File: src/rtl/ym2203_bank_pkg.sv
// Shared constants for the YM2203 bank: divider-limit tables, chip-select command,
// prescaler register addresses and mix accumulator guard width.
package ym2203_bank_pkg;

    localparam logic [4:0] SEL_CMD      = 5'b11111;
    localparam logic [7:0] REG_PRES_HI  = 8'h2D;
    localparam logic [7:0] REG_PRES_LO  = 8'h2E;
    localparam logic [7:0] REG_PRES_CLR = 8'h2F;
    localparam logic [1:0] PRES_RESET   = 2'd2;
    localparam int         MIX_GUARD_W  = 4;

    // Divider terminal count per prescaler setting; the divider period is limit+1.
    function automatic logic [2:0] opn_limit(input logic [1:0] pres);
        case (pres)
            2'd0:    return 3'd1;
            2'd1:    return 3'd1;
            2'd2:    return 3'd5;
            default: return 3'd2;
        endcase
    endfunction

    function automatic logic [1:0] psg_limit(input logic [1:0] pres);
        case (pres)
            2'd0:    return 2'd0;
            2'd1:    return 2'd0;
            2'd2:    return 2'd3;
            default: return 2'd1;
        endcase
    endfunction

endpackage

File: src/rtl/jt12.sv
// Register-level stand-in for the jt12 FM core: idle status on read and a 12-bit
// sample held in registers 0x10 (low) / 0x11 (high nibble), output on the OPN clock enable.
module jt12 (
    input  logic        i_clk,
    input  logic        i_reset,
    input  logic        i_cen,
    input  logic        i_cs,
    input  logic        i_we,
    input  logic        i_a0,
    input  logic [7:0]  i_di,
    output logic [7:0]  o_dout,
    output logic [11:0] o_snd
);

    logic [7:0]  r_addr;
    logic [11:0] r_sample;

    always_ff @(posedge i_clk) begin
        if (i_reset) begin
            r_addr   <= 8'h00;
            r_sample <= 12'h000;
            o_snd    <= 12'h000;
        end else begin
            if (i_cs && i_we) begin
                if (!i_a0)                r_addr          <= i_di;
                else if (r_addr == 8'h10) r_sample[7:0]   <= i_di;
                else if (r_addr == 8'h11) r_sample[11:8]  <= i_di[3:0];
            end
            if (i_cen) o_snd <= r_sample;
        end
    end

    assign o_dout = 8'h00;

endmodule

File: src/rtl/ym2149.sv
// Register-level stand-in for the ym2149 PSG core: 16 registers, channel levels
// taken from registers 8/9/10 and updated on the PSG clock enable.
module ym2149 (
    input  logic       i_clk,
    input  logic       i_reset,
    input  logic       i_cen,
    input  logic       i_we,
    input  logic       i_a0,
    input  logic [7:0] i_di,
    output logic [7:0] o_dout,
    output logic [7:0] o_a,
    output logic [7:0] o_b,
    output logic [7:0] o_c,
    output logic       o_active
);

    logic [3:0] r_addr;
    logic       r_addr_ok;
    logic [7:0] r_regs [16];

    always_ff @(posedge i_clk) begin
        if (i_reset) begin
            r_addr    <= 4'd0;
            r_addr_ok <= 1'b1;
            for (int i = 0; i < 16; i++) r_regs[i] <= 8'h00;
            o_a <= 8'h00;
            o_b <= 8'h00;
            o_c <= 8'h00;
        end else begin
            if (i_we && !i_a0) begin
                r_addr    <= i_di[3:0];
                r_addr_ok <= (i_di[7:4] == 4'h0);
            end else if (i_we && r_addr_ok) begin
                r_regs[r_addr] <= i_di;
            end
            if (i_cen) begin
                o_a <= r_regs[8];
                o_b <= r_regs[9];
                o_c <= r_regs[10];
            end
        end
    end

    assign o_dout   = r_regs[r_addr];
    assign o_active = |{o_a, o_b, o_c};

endmodule

File: src/rtl/ym2203_slot.sv
// One YM2203 slot: prescaler tracking, free-running OPN/PSG clock-enable dividers,
// and the PSG and FM cores driven by those enables.
module ym2203_slot (
    input  logic        i_clk,
    input  logic        i_reset,
    input  logic        i_ce_ym,
    input  logic        i_fm_en,
    input  logic        i_we,
    input  logic        i_a0,
    input  logic [7:0]  i_di,
    output logic [7:0]  o_psg_a,
    output logic [7:0]  o_psg_b,
    output logic [7:0]  o_psg_c,
    output logic [11:0] o_fm,
    output logic [7:0]  o_psg_dout,
    output logic [7:0]  o_fm_dout,
    output logic        o_psg_active
);
    import ym2203_bank_pkg::*;

    logic [7:0] r_ymreg;
    logic [1:0] r_pres;
    logic [2:0] r_div_opn;
    logic [1:0] r_div_psg;
    logic       r_ce_opn;
    logic       r_ce_psg;

    always_ff @(posedge i_clk) begin
        if (i_reset) begin
            r_ymreg <= 8'h00;
            r_pres  <= PRES_RESET;
        end else if (i_we && i_fm_en) begin
            if (!i_a0) begin
                r_ymreg <= i_di;
            end else begin
                case (r_ymreg)
                    REG_PRES_HI:  r_pres[1] <= 1'b1;
                    REG_PRES_LO:  r_pres[0] <= 1'b1;
                    REG_PRES_CLR: r_pres    <= 2'd0;
                    default: ;
                endcase
            end
        end
    end

    // Dividers never restart on a prescaler change; an out-of-range count wraps on the next tick.
    always_ff @(posedge i_clk) begin
        if (i_reset) begin
            r_div_opn <= 3'd0;
            r_div_psg <= 2'd0;
            r_ce_opn  <= 1'b0;
            r_ce_psg  <= 1'b0;
        end else begin
            r_ce_opn <= 1'b0;
            r_ce_psg <= 1'b0;
            if (i_ce_ym) begin
                r_div_opn <= (r_div_opn >= opn_limit(r_pres)) ? 3'd0 : r_div_opn + 3'd1;
                r_div_psg <= (r_div_psg >= psg_limit(r_pres)) ? 2'd0 : r_div_psg + 2'd1;
                r_ce_opn  <= (r_div_opn == 3'd0);
                r_ce_psg  <= (r_div_psg == 2'd0);
            end
        end
    end

    ym2149 u_psg (
        .i_clk    (i_clk),
        .i_reset  (i_reset),
        .i_cen    (r_ce_psg),
        .i_we     (i_we),
        .i_a0     (i_a0),
        .i_di     (i_di),
        .o_dout   (o_psg_dout),
        .o_a      (o_psg_a),
        .o_b      (o_psg_b),
        .o_c      (o_psg_c),
        .o_active (o_psg_active)
    );

    jt12 u_fm (
        .i_clk   (i_clk),
        .i_reset (i_reset),
        .i_cen   (r_ce_opn),
        .i_cs    (i_fm_en),
        .i_we    (i_we),
        .i_a0    (i_a0),
        .i_di    (i_di),
        .o_dout  (o_fm_dout),
        .o_snd   (o_fm)
    );

endmodule

File: src/rtl/ym2203_bank.sv
// Bank of NUM_CHIPS YM2203 slots behind one CPU port with a saturating 3-stage mixer.
// Define YM2203_BANK_STEREO_EN for A+B/2 left, C+B/2 right PSG panning; otherwise mono.
module ym2203_bank #(
    parameter int NUM_CHIPS = 2,
    parameter int OUT_W     = 16,
    parameter int PSG_SHIFT = 4,
    parameter int FM_SHIFT  = 3
) (
    input  logic             CLK,
    input  logic             RESET,
    input  logic             CE_CPU,
    input  logic             CE_YM,
    input  logic             A0,
    input  logic             WE,
    input  logic [7:0]       DI,
    output logic [7:0]       DO,
    input  logic             FM_ENA,
    output logic [1:0]       SEL_CHIP,
    output logic [OUT_W-1:0] AUDIO_L,
    output logic [OUT_W-1:0] AUDIO_R,
    output logic             PSG_ACTIVE
);
    import ym2203_bank_pkg::*;

    localparam int ACC_W = OUT_W + MIX_GUARD_W;
    localparam logic signed [ACC_W-1:0] SAT_MAX = $signed({{(ACC_W-OUT_W+1){1'b0}}, {(OUT_W-1){1'b1}}});
    localparam logic signed [ACC_W-1:0] SAT_MIN = $signed({{(ACC_W-OUT_W+1){1'b1}}, {(OUT_W-1){1'b0}}});

    logic                   w_wr;
    logic                   w_sel_cmd;
    logic [1:0]             w_cmd_idx;
    logic [1:0]             r_sel;
    logic [NUM_CHIPS-1:0]   r_fm_off;
    logic [NUM_CHIPS-1:0]   w_fm_cs;
    logic [NUM_CHIPS-1:0]   w_slot_we;
    logic [NUM_CHIPS-1:0]   w_psg_act;
    logic [7:0]             w_psg_a    [NUM_CHIPS];
    logic [7:0]             w_psg_b    [NUM_CHIPS];
    logic [7:0]             w_psg_c    [NUM_CHIPS];
    logic [11:0]            w_fm       [NUM_CHIPS];
    logic [7:0]             w_psg_dout [NUM_CHIPS];
    logic [7:0]             w_fm_dout  [NUM_CHIPS];
    logic [9:0]             r_s1_psg_l [NUM_CHIPS];
    logic [9:0]             r_s1_psg_r [NUM_CHIPS];
    logic signed [11:0]     r_s1_fm    [NUM_CHIPS];
    logic signed [ACC_W-1:0] w_sum_l, w_sum_r, r_s2_l, r_s2_r;

    assign w_wr      = CE_CPU & WE;
    assign w_cmd_idx = ~DI[1:0];
    assign w_sel_cmd = w_wr & ~A0 & (DI[7:3] == SEL_CMD);

    always_ff @(posedge CLK) begin
        if (RESET) begin
            r_sel    <= 2'd0;
            r_fm_off <= '0;
        end else if (w_sel_cmd && (int'(w_cmd_idx) < NUM_CHIPS)) begin
            r_sel <= w_cmd_idx;
            for (int i = 0; i < NUM_CHIPS; i++)
                if (w_cmd_idx == 2'(i)) r_fm_off[i] <= DI[2];
        end
    end

    generate
        for (genvar g = 0; g < NUM_CHIPS; g++) begin : g_slot
            assign w_fm_cs[g]   = FM_ENA & ~r_fm_off[g];
            assign w_slot_we[g] = w_wr & ~w_sel_cmd & (r_sel == 2'(g));

            ym2203_slot u_slot (
                .i_clk        (CLK),
                .i_reset      (RESET),
                .i_ce_ym      (CE_YM),
                .i_fm_en      (w_fm_cs[g]),
                .i_we         (w_slot_we[g]),
                .i_a0         (A0),
                .i_di         (DI),
                .o_psg_a      (w_psg_a[g]),
                .o_psg_b      (w_psg_b[g]),
                .o_psg_c      (w_psg_c[g]),
                .o_fm         (w_fm[g]),
                .o_psg_dout   (w_psg_dout[g]),
                .o_fm_dout    (w_fm_dout[g]),
                .o_psg_active (w_psg_act[g])
            );
        end
    endgenerate

    always_comb begin
        DO = 8'hFF;
        for (int i = 0; i < NUM_CHIPS; i++)
            if (r_sel == 2'(i)) DO = A0 ? w_psg_dout[i] : (w_fm_cs[i] ? w_fm_dout[i] : 8'hFF);
    end

    assign SEL_CHIP   = r_sel;
    assign PSG_ACTIVE = |w_psg_act;

    // Stage 1: per-slot PSG channel sums and gated FM sample.
    always_ff @(posedge CLK) begin
        for (int i = 0; i < NUM_CHIPS; i++) begin
            if (RESET) begin
                r_s1_psg_l[i] <= 10'd0;
                r_s1_psg_r[i] <= 10'd0;
                r_s1_fm[i]    <= 12'sd0;
            end else begin
`ifdef YM2203_BANK_STEREO_EN
                r_s1_psg_l[i] <= 10'(w_psg_a[i]) + (10'(w_psg_b[i]) >> 1);
                r_s1_psg_r[i] <= 10'(w_psg_c[i]) + (10'(w_psg_b[i]) >> 1);
`else
                r_s1_psg_l[i] <= 10'(w_psg_a[i]) + 10'(w_psg_b[i]) + 10'(w_psg_c[i]);
                r_s1_psg_r[i] <= 10'(w_psg_a[i]) + 10'(w_psg_b[i]) + 10'(w_psg_c[i]);
`endif
                r_s1_fm[i]    <= w_fm_cs[i] ? $signed(w_fm[i]) : 12'sd0;
            end
        end
    end

    always_comb begin
        w_sum_l = '0;
        w_sum_r = '0;
        for (int i = 0; i < NUM_CHIPS; i++) begin
            w_sum_l = w_sum_l + ($signed(ACC_W'(r_s1_psg_l[i])) <<< PSG_SHIFT) + (ACC_W'(r_s1_fm[i]) <<< FM_SHIFT);
            w_sum_r = w_sum_r + ($signed(ACC_W'(r_s1_psg_r[i])) <<< PSG_SHIFT) + (ACC_W'(r_s1_fm[i]) <<< FM_SHIFT);
        end
    end

    function automatic logic [OUT_W-1:0] sat(input logic signed [ACC_W-1:0] v);
        if (v > SAT_MAX) return SAT_MAX[OUT_W-1:0];
        if (v < SAT_MIN) return SAT_MIN[OUT_W-1:0];
        return v[OUT_W-1:0];
    endfunction

    always_ff @(posedge CLK) begin
        if (RESET) begin
            r_s2_l  <= '0;
            r_s2_r  <= '0;
            AUDIO_L <= '0;
            AUDIO_R <= '0;
        end else begin
            r_s2_l  <= w_sum_l;
            r_s2_r  <= w_sum_r;
            AUDIO_L <= sat(r_s2_l);
            AUDIO_R <= sat(r_s2_r);
        end
    end

endmodule
File: config.mk
export PLATFORM = sky130hd
export DESIGN_NAME = ym2203_bank
export DESIGN_NICKNAME = d
export VERILOG_FILES = /design/src/rtl/ym2203_bank_pkg.sv /design/src/rtl/jt12.sv /design/src/rtl/ym2149.sv /design/src/rtl/ym2203_slot.sv /design/src/rtl/ym2203_bank.sv
export SDC_FILE = /design/constraint.sdc
export NUM_CORES = 1
export LEC_CHECK = 0
export CAP_MARGIN = 10
export CORE_MARGIN = 10
export CORE_UTILIZATION = 35
export DETAILED_ROUTE_END_ITERATION = 8
export PLACE_DENSITY = 0.55
export SYNTH_ARGS = -nofsm -noshare
export SYNTH_HDL_FRONTEND = slang
export SYNTH_SLANG_ARGS = --single-unit
File: constraint.sdc
create_clock -name CLK -period 3.5 [get_ports CLK]
set_clock_uncertainty 0.15 [all_clocks]
set_input_delay 0.7 -clock CLK [delete_from_list [all_inputs] [get_ports CLK]]
set_output_delay 0.7 -clock CLK [all_outputs]
set_load 0.05 [all_outputs]
==> results_dict.tcl, run 1 <==
set metrics [dict create \
    grt_start_max_net_pins 116 \
    period_needed_ns 3.450 \
    whs_ns 0.2915 \
    dp_worst_setup_slack_ns 0.05489 \
    report.final.slew_viol_count 0 \
    fp.dieArea_um2 72210 \
    drt_iter0_markers 1362 \
    placementRows 91 \
    global_placement_routability_congestion 0.8901 \
    cp_slowest_stage_delay_ns 0.57 \
    cts-buffers-inserted 52 \
    post-route-period-util 0.9858 \
    vias_in_the_first_global_route 14250 \
    initial_antenna_violation_count 1 \
    detailroute.via_count 14280 \
    crit_cells 6 \
    die_w_um 268.7 \
    worst_hold_check_path_type "reg -> reg" \
    cts_sinks 481 \
    run_status "finished clean" \
    area_growth_syn_to_layout_pct 15.64 \
    seq_area_frac_synth 0.5631 \
    synth-async-reset-ratio 0 \
    ctsHtreeMaxLevel 2 \
    route.final.wire_length_um 56790 \
    drc 0 \
    max_cap_violations 0 \
    synth-edff-count 256 \
    vias_per_instance 5.158 \
    mappedNetlistArea_um2 21650 \
    crit_arrival_ns 2.60 \
    nNetsFinal 2035 \
    power.density_nw_per_um2 501.3 \
    critical_path.endpoint_type "output pin" \
    io_buffer_count 57 \
    finalHoldViolations 0 \
    p_leak_nw 9.308 \
    worstPathMaxFanout 16 \
    placeableCoreArea_um2 61480 \
    synth.net_count 1976 \
    hold_buffers 0 \
    rsz0062_at_grt "yes" \
    die_y_um 268.7 \
    drtPass1Iterations 5 \
    fin_util 0.4072 \
    floorplan.initialDensity 0.3521 \
    worst_setup_path_start_kind "flip-flop" \
    report.final.setup_viol 0 \
    drive_gt1_frac 0.1325 \
    clock_latency_ns 0.61 \
    final_critical_path_setup_slack_ns 0.04987 \
    detail_route.wl_per_cell_um 20.51 \
    final_design_area_no_fill_um2 25040 \
    ys_dominant_reg_cell "sky130_fd_sc_hd__edfxtp_1" \
    worst_path_max_delay_cell "sky130_fd_sc_hd__mux4_2" \
    worst_ir_drop_vdd_uv 330.3 \
    critical_path.cell_chain "bufbuf_16 -> mux4_2 -> mux2_2 -> nand2_1 -> a32oi_1 -> buf_4" \
    io_pins 58 \
    ant_nets 0 \
    synthesis.area_per_instance_um2 11.55 \
    cp.required_ns 2.65 \
    track_usage 0.1565 \
    synthCells 1875 \
    tritoncts "yes" \
    slew_headroom 0.2596 \
    path_class "reg -> out" \
    clock.fmax_mhz 289.8 \
    clock_tree_buf_depth 3 \
    dpl-instance-area_um2 23210 \
    ys_ff_latch 481 \
    yosys_warnings 0 \
    grt_first_pass_wirelength_um 86710 \
    worstMarginPinSlew_ns 1.107 \
    worst_path_dominant_cell_family "multiplexers" \
    clock-root-buffer "sky130_fd_sc_hd__clkbuf_16" \
    post-dp-hpwl_um 39140 \
    grt.overflow.total 0 \
    hold_depth 1 \
    timing.critical_path.buf_inv 2 \
    timing.reg2reg.worst_path_depth 9 \
    clkTransAtPathRegs_ns 0.06 \
    synth.lib_cells_used.distinct 67 \
]
power breakdown:
group          switching [mW]  leakage [nW]  internal [mW]
combinational           0.557          4.01          0.328
sequential             0.0996          4.47           6.10
clock                    2.25         0.835           3.22
sequential cells by signal, summed over array words and instances, names as in the netlist, named ones only:
name and flops:
g_slot.u_slot.u_fm.r_addr 8, g_slot.u_slot.u_psg.o_c 16, g_slot.u_slot.r_ce_psg 2, g_slot.u_slot.u_fm.o_snd 24
AUDIO_L 1, SEL_CHIP 2, g_slot.u_slot.r_div_opn 6, g_slot.u_slot.u_psg.o_b 16
g_slot.u_slot.u_psg.r_addr_ok 2, g_slot.u_slot.u_psg.r_regs 256, r_s1_psg_r 20, r_s1_fm 24
g_slot.u_slot.u_psg.r_addr 8, r_s2_l 15, g_slot.u_slot.u_fm.r_sample 24, g_slot.u_slot.r_pres 4
AUDIO_R 13, g_slot.u_slot.r_div_psg 4, r_fm_off 2, g_slot.u_slot.r_ce_opn 2
g_slot.u_slot.u_psg.o_a 16, g_slot.u_slot.r_ymreg 8
logic make-up after synthesis:
family | count (synthesis) | share of synthesized area
xor+xnor | 7 | 0.002832
mux | 218 | 0.1330
flops | 481 | 0.5631
compound gates | 165 | 0.04959
buf+inv | 219 | 0.04271
fa+ha+maj | 86 | 0.06357
simple gates | 699 | 0.1451
per-layer routing:
metal / up-vias / GRT usage / share of wire
met4: 0 / 0.04873 / 0.027
li1: 6648 / - / -
met5: - / 0 / 0
met1: 7116 / 0.2114 / 0.44
met2: 436 / 0.2521 / 0.47
met3: 82 / 0.02781 / 0.073
area by class of cell:
class	count	area [um^2]
Clock buffer	84	1533
Sequential cell	481	12200
Antenna cell	2	5.005
Fill cell	5833	36450
Tap cell	790	988.4
Multi-Input combinational cell	1175	8568
Inverter	85	319.1
Clock inverter	13	170.2
Timing Repair Buffer	139	1254
final timing paths:
kind / from / to / slack, ns
hold / removal: r_s2_l[7] / AUDIO_R[7] / 0.29
setup / recovery: flip-flop / DO[2] / 0.05
setup reg to reg: r_s1_psg_r[1][1] / r_s2_l[18] / 0.23
hold reg to reg: r_s2_l[7] / AUDIO_R[7] / 0.29
through the flow:
| stage | std cells | total power [mW] | setup TNS [ns] |
|---|---|---|---|
| 2_1_floorplan | 1875 | 6.860 | 0 |
| 3_3_place_gp | 2665 | 7.185 | 0 |
| 3_5_place_dp | 2665 | 7.202 | 0 |
| 4_1_cts | 2767 | 12.69 | -0.002327 |
| 5_1_grt | 2768 | 12.99 | -0.01800 |
| 6_report | 2769 | 12.55 | 0 |
repair_timing:
item,4_1_cts,5_1_grt
setup endpoints to repair,9,12
resized for setup,3,7
cloned,1,0
buffers inserted,4,0
pin swaps,0,1
synth_stat cells, types with 25 or more instances:
| master | number | area, um^2 |
|---|---|---|
| sky130_fd_sc_hd__a21oi_1 | 43 | 215.2 |
| sky130_fd_sc_hd__and3_1 | 25 | 156.4 |
| sky130_fd_sc_hd__nand2_1 | 108 | 405.4 |
| sky130_fd_sc_hd__dfxtp_1 | 225 | 4504 |
| sky130_fd_sc_hd__clkbuf_1 | 78 | 292.8 |
| sky130_fd_sc_hd__nor2_1 | 413 | 1550 |
| sky130_fd_sc_hd__edfxtp_1 | 256 | 7687 |
| sky130_fd_sc_hd__inv_1 | 85 | 319.1 |
| sky130_fd_sc_hd__nor2b_1 | 28 | 175.2 |
| sky130_fd_sc_hd__o21ai_0 | 36 | 180.2 |
| sky130_fd_sc_hd__fa_1 | 40 | 800.8 |
| sky130_fd_sc_hd__ha_1 | 46 | 575.6 |
| sky130_fd_sc_hd__mux2i_1 | 146 | 1461 |
| sky130_fd_sc_hd__mux4_2 | 54 | 1216 |
cells in the final DEF, fill, tap and decap left out, types with 8 or more instances in the layout:
cell	count
sky130_fd_sc_hd__a21o_1	21
sky130_fd_sc_hd__a21oi_1	42
sky130_fd_sc_hd__a22oi_1	8
sky130_fd_sc_hd__a32oi_1	8
sky130_fd_sc_hd__and2_1	16
sky130_fd_sc_hd__and3_1	25
sky130_fd_sc_hd__buf_4	84
sky130_fd_sc_hd__clkbuf_1	22
sky130_fd_sc_hd__clkbuf_16	53
sky130_fd_sc_hd__clkbuf_8	9
sky130_fd_sc_hd__clkdlybuf4s50_1	47
sky130_fd_sc_hd__dfxtp_1	222
sky130_fd_sc_hd__edfxtp_1	256
sky130_fd_sc_hd__fa_1	40
sky130_fd_sc_hd__ha_1	46
sky130_fd_sc_hd__inv_1	85
sky130_fd_sc_hd__mux2_2	18
sky130_fd_sc_hd__mux2i_1	146
sky130_fd_sc_hd__mux4_2	54
sky130_fd_sc_hd__nand2_1	108
sky130_fd_sc_hd__nand2b_1	24
sky130_fd_sc_hd__nand3_1	17
sky130_fd_sc_hd__nor2_1	412
sky130_fd_sc_hd__nor2b_1	28
sky130_fd_sc_hd__nor3_1	8
sky130_fd_sc_hd__nor4_1	17
sky130_fd_sc_hd__o21a_1	12
sky130_fd_sc_hd__o21ai_0	36
(Power assumes the default switching activity.)
==> run 2: changes to the inputs <==
--- a/config.mk
+++ b/config.mk
@@ -7,9 +7,9 @@
 export LEC_CHECK = 0
 export CAP_MARGIN = 10
 export CORE_MARGIN = 10
-export CORE_UTILIZATION = 35
+export CORE_UTILIZATION = 42
 export DETAILED_ROUTE_END_ITERATION = 8
-export PLACE_DENSITY = 0.55
+export PLACE_DENSITY = 0.63
 export SYNTH_ARGS = -nofsm -noshare
 export SYNTH_HDL_FRONTEND = slang
 export SYNTH_SLANG_ARGS = --single-unit
==> run 2 against run 1 <==
  * Critical path depth unchanged
  * Via count barely moved
  * Global-route usage is 1.7 points higher
  * Critical path type unchanged
  * Largest power group unchanged
==> results_dict.tcl, run 2 (synthesized netlist as in run 1, its figures left out) <==
set metrics [dict create \
    ctsHtreeMaxLevel 2 \
    drtPass1Iterations 5 \
    cts-buffers-inserted 51 \
    detail_route.wl_per_cell_um 20.13 \
    fin_util 0.4857 \
    largest_register_ff_count 256 \
    critical_path.endpoint_type "output pin" \
    grt_first_pass_wirelength_um 81880 \
    max_flop_register "g_slot.u_slot.u_psg.r_regs" \
    worst_ir_drop_vdd_uv 376.7 \
    report.final.slew_viol_count 0 \
    report.final.setup_viol 0 \
    leading_cell_type_in_the_layout_fill_and_taps_excluded "sky130_fd_sc_hd__nor2_1" \
    drive_gt1_frac 0.1352 \
    worstMarginPinSlew_ns 1.107 \
    max_cap_violations 0 \
    area_growth_syn_to_layout_pct 14.86 \
    power.density_nw_per_um2 510.2 \
    vias_in_the_first_global_route 14000 \
    clock.fmax_mhz 294.7 \
    initial_antenna_violation_count 0 \
    switching_power_mw 2.890 \
    clock_tree_buf_depth 3 \
    slew_headroom 0.2596 \
    grt.overflow.total 0 \
    post-dp-hpwl_um 36890 \
    power.sequential.fraction 0.489 \
    detailroute.via_count 14290 \
    crit_arrival_ns 2.54 \
    final_critical_path_setup_slack_ns 0.1068 \
    io_buffer_count 57 \
    final_cells 2647 \
    placeableCoreArea_um2 51200 \
    whs_ns 0.2883 \
    power.total_mw 12.69 \
    route.final.wire_length_um 53280 \
    final_design_area_no_fill_um2 24870 \
    finalHoldViolations 0 \
    grt_start_max_net_pins 73 \
    rsz0062_at_grt "no" \
    worst_path_max_delay_cell "sky130_fd_sc_hd__mux4_2" \
    track_usage 0.1731 \
    tritoncts "yes" \
    clock-root-buffer "sky130_fd_sc_hd__clkbuf_16" \
    fp.dieArea_um2 61030 \
    global_placement_routability_congestion 0.9109 \
    ant_nets 0 \
    die_w_um 247.0 \
    netSwitchingFraction 0.2278 \
    placementRows 83 \
    critical_path.cell_chain "buf_6 -> mux4_2 -> mux2_2 -> nand2_1 -> a32oi_1 -> buf_4" \
    layout.cells.most_common_list "sky130_fd_sc_hd__nor2_1 (411), sky130_fd_sc_hd__edfxtp_1 (256), sky130_fd_sc_hd__dfxtp_1 (220)" \
    worst_hold_check_path_type "reg -> reg" \
    clkTransAtPathRegs_ns 0.06 \
    nNetsFinal 2025 \
    dpl-instance-area_um2 22980 \
    die_y_um 247.0 \
    worstPathMaxFanout 16 \
    p_int_mw 9.795 \
    io_pins 58 \
    power_frac_comb 0.068 \
    cp_slowest_stage_delay_ns 0.57 \
    period_needed_ns 3.393 \
    setup-tns-final_ns 0 \
    count_of_fill_cells_added_during_filler_insertion 4536 \
    drt_iter0_markers 1483 \
    vias_per_instance 5.397 \
    worst_setup_path_start_kind "flip-flop" \
    run_status "finished clean" \
    cp.required_ns 2.65 \
    drc 0 \
    clockPowerShare 0.444 \
    clock_latency_ns 0.60 \
    antenna-diode-count 0 \
    floorplan.initialDensity 0.4229 \
    p_leak_nw 9.291 \
    cts_sinks 481 \
    dp_worst_setup_slack_ns 0.07129 \
    placed_cells_incl_taps 2546 \
    path_class "reg -> out" \
    post-route-period-util 0.9695 \
]
## run 2: cell count changes in the layout (fill, tap and decap cells not counted), sizes merged
cell | before | now
buf | 90 | 81
bufbuf | 1 | 0
bufinv | 3 | 6
clkbuf | 84 | 71
clkinv | 8 | 14
clkinvlp | 0 | 3
diode | 2 | 0
inv | 87 | 88
## run 2: layout make-up
cell class	instances	area, um^2	area share
inverters	85	319.1	0.01283
well taps	680	850.8	0.03422
flip-flops and latches	481	12200	0.4906
clock inverters	26	312.8	0.01258
multi-input cells	1175	8553	0.3440
repair buffers	130	1169	0.04700
clock buffers	70	1461	0.05877
## run 2: repair_timing
| action | 4_1_cts | 5_1_grt |
|---|---|---|
| gates resized for setup | 5 | 9 |
| gates cloned | 0 | 1 |
| buffers inserted | 0 | 4 |
| hold buffers | 0 | 0 |
| endpoints found under the setup margin | 9 | 10 |
## run 2: path summary, 6_finish.rpt
path,cells after the start,to,startpoint,slack (ns)
worst max-delay path,6,DO[1],flip-flop,0.11
worst min-delay path,1,AUDIO_R[12],r_s2_l[12],0.29
worst max register to register,9,r_s2_l[18],r_s1_psg_r[1][1],0.18
worst min register to register,1,AUDIO_R[12],r_s2_l[12],0.29
## run 2: power by group through the flow
stage	clock network [mW]	registers, mW	logic, mW
final	5.63	6.20	0.859
after global routing	5.98	6.22	0.933
after CTS	5.74	6.20	0.862
after detailed placement	0	6.32	0.860
after global placement	0	6.31	0.848
after floorplan	0	6.29	0.572
## run 2: worst max-delay path, delay by kind of cell (launching register included)
| kind | cells | cell delay [ns] |
|---|---|---|
| mux | 2 | 0.91 |
| buf+inv | 2 | 0.50 |
| flops | 1 | 0.34 |
| simple gates | 1 | 0.10 |
| compound gates | 1 | 0.09 |
## run 2: metal layers
metal / track usage / routed length (um)
met5: 0 / 0
met4: 0.06765 / 1977
met3: 0.03086 / 3878
met2: 0.2719 / 24290
met1: 0.2343 / 23140
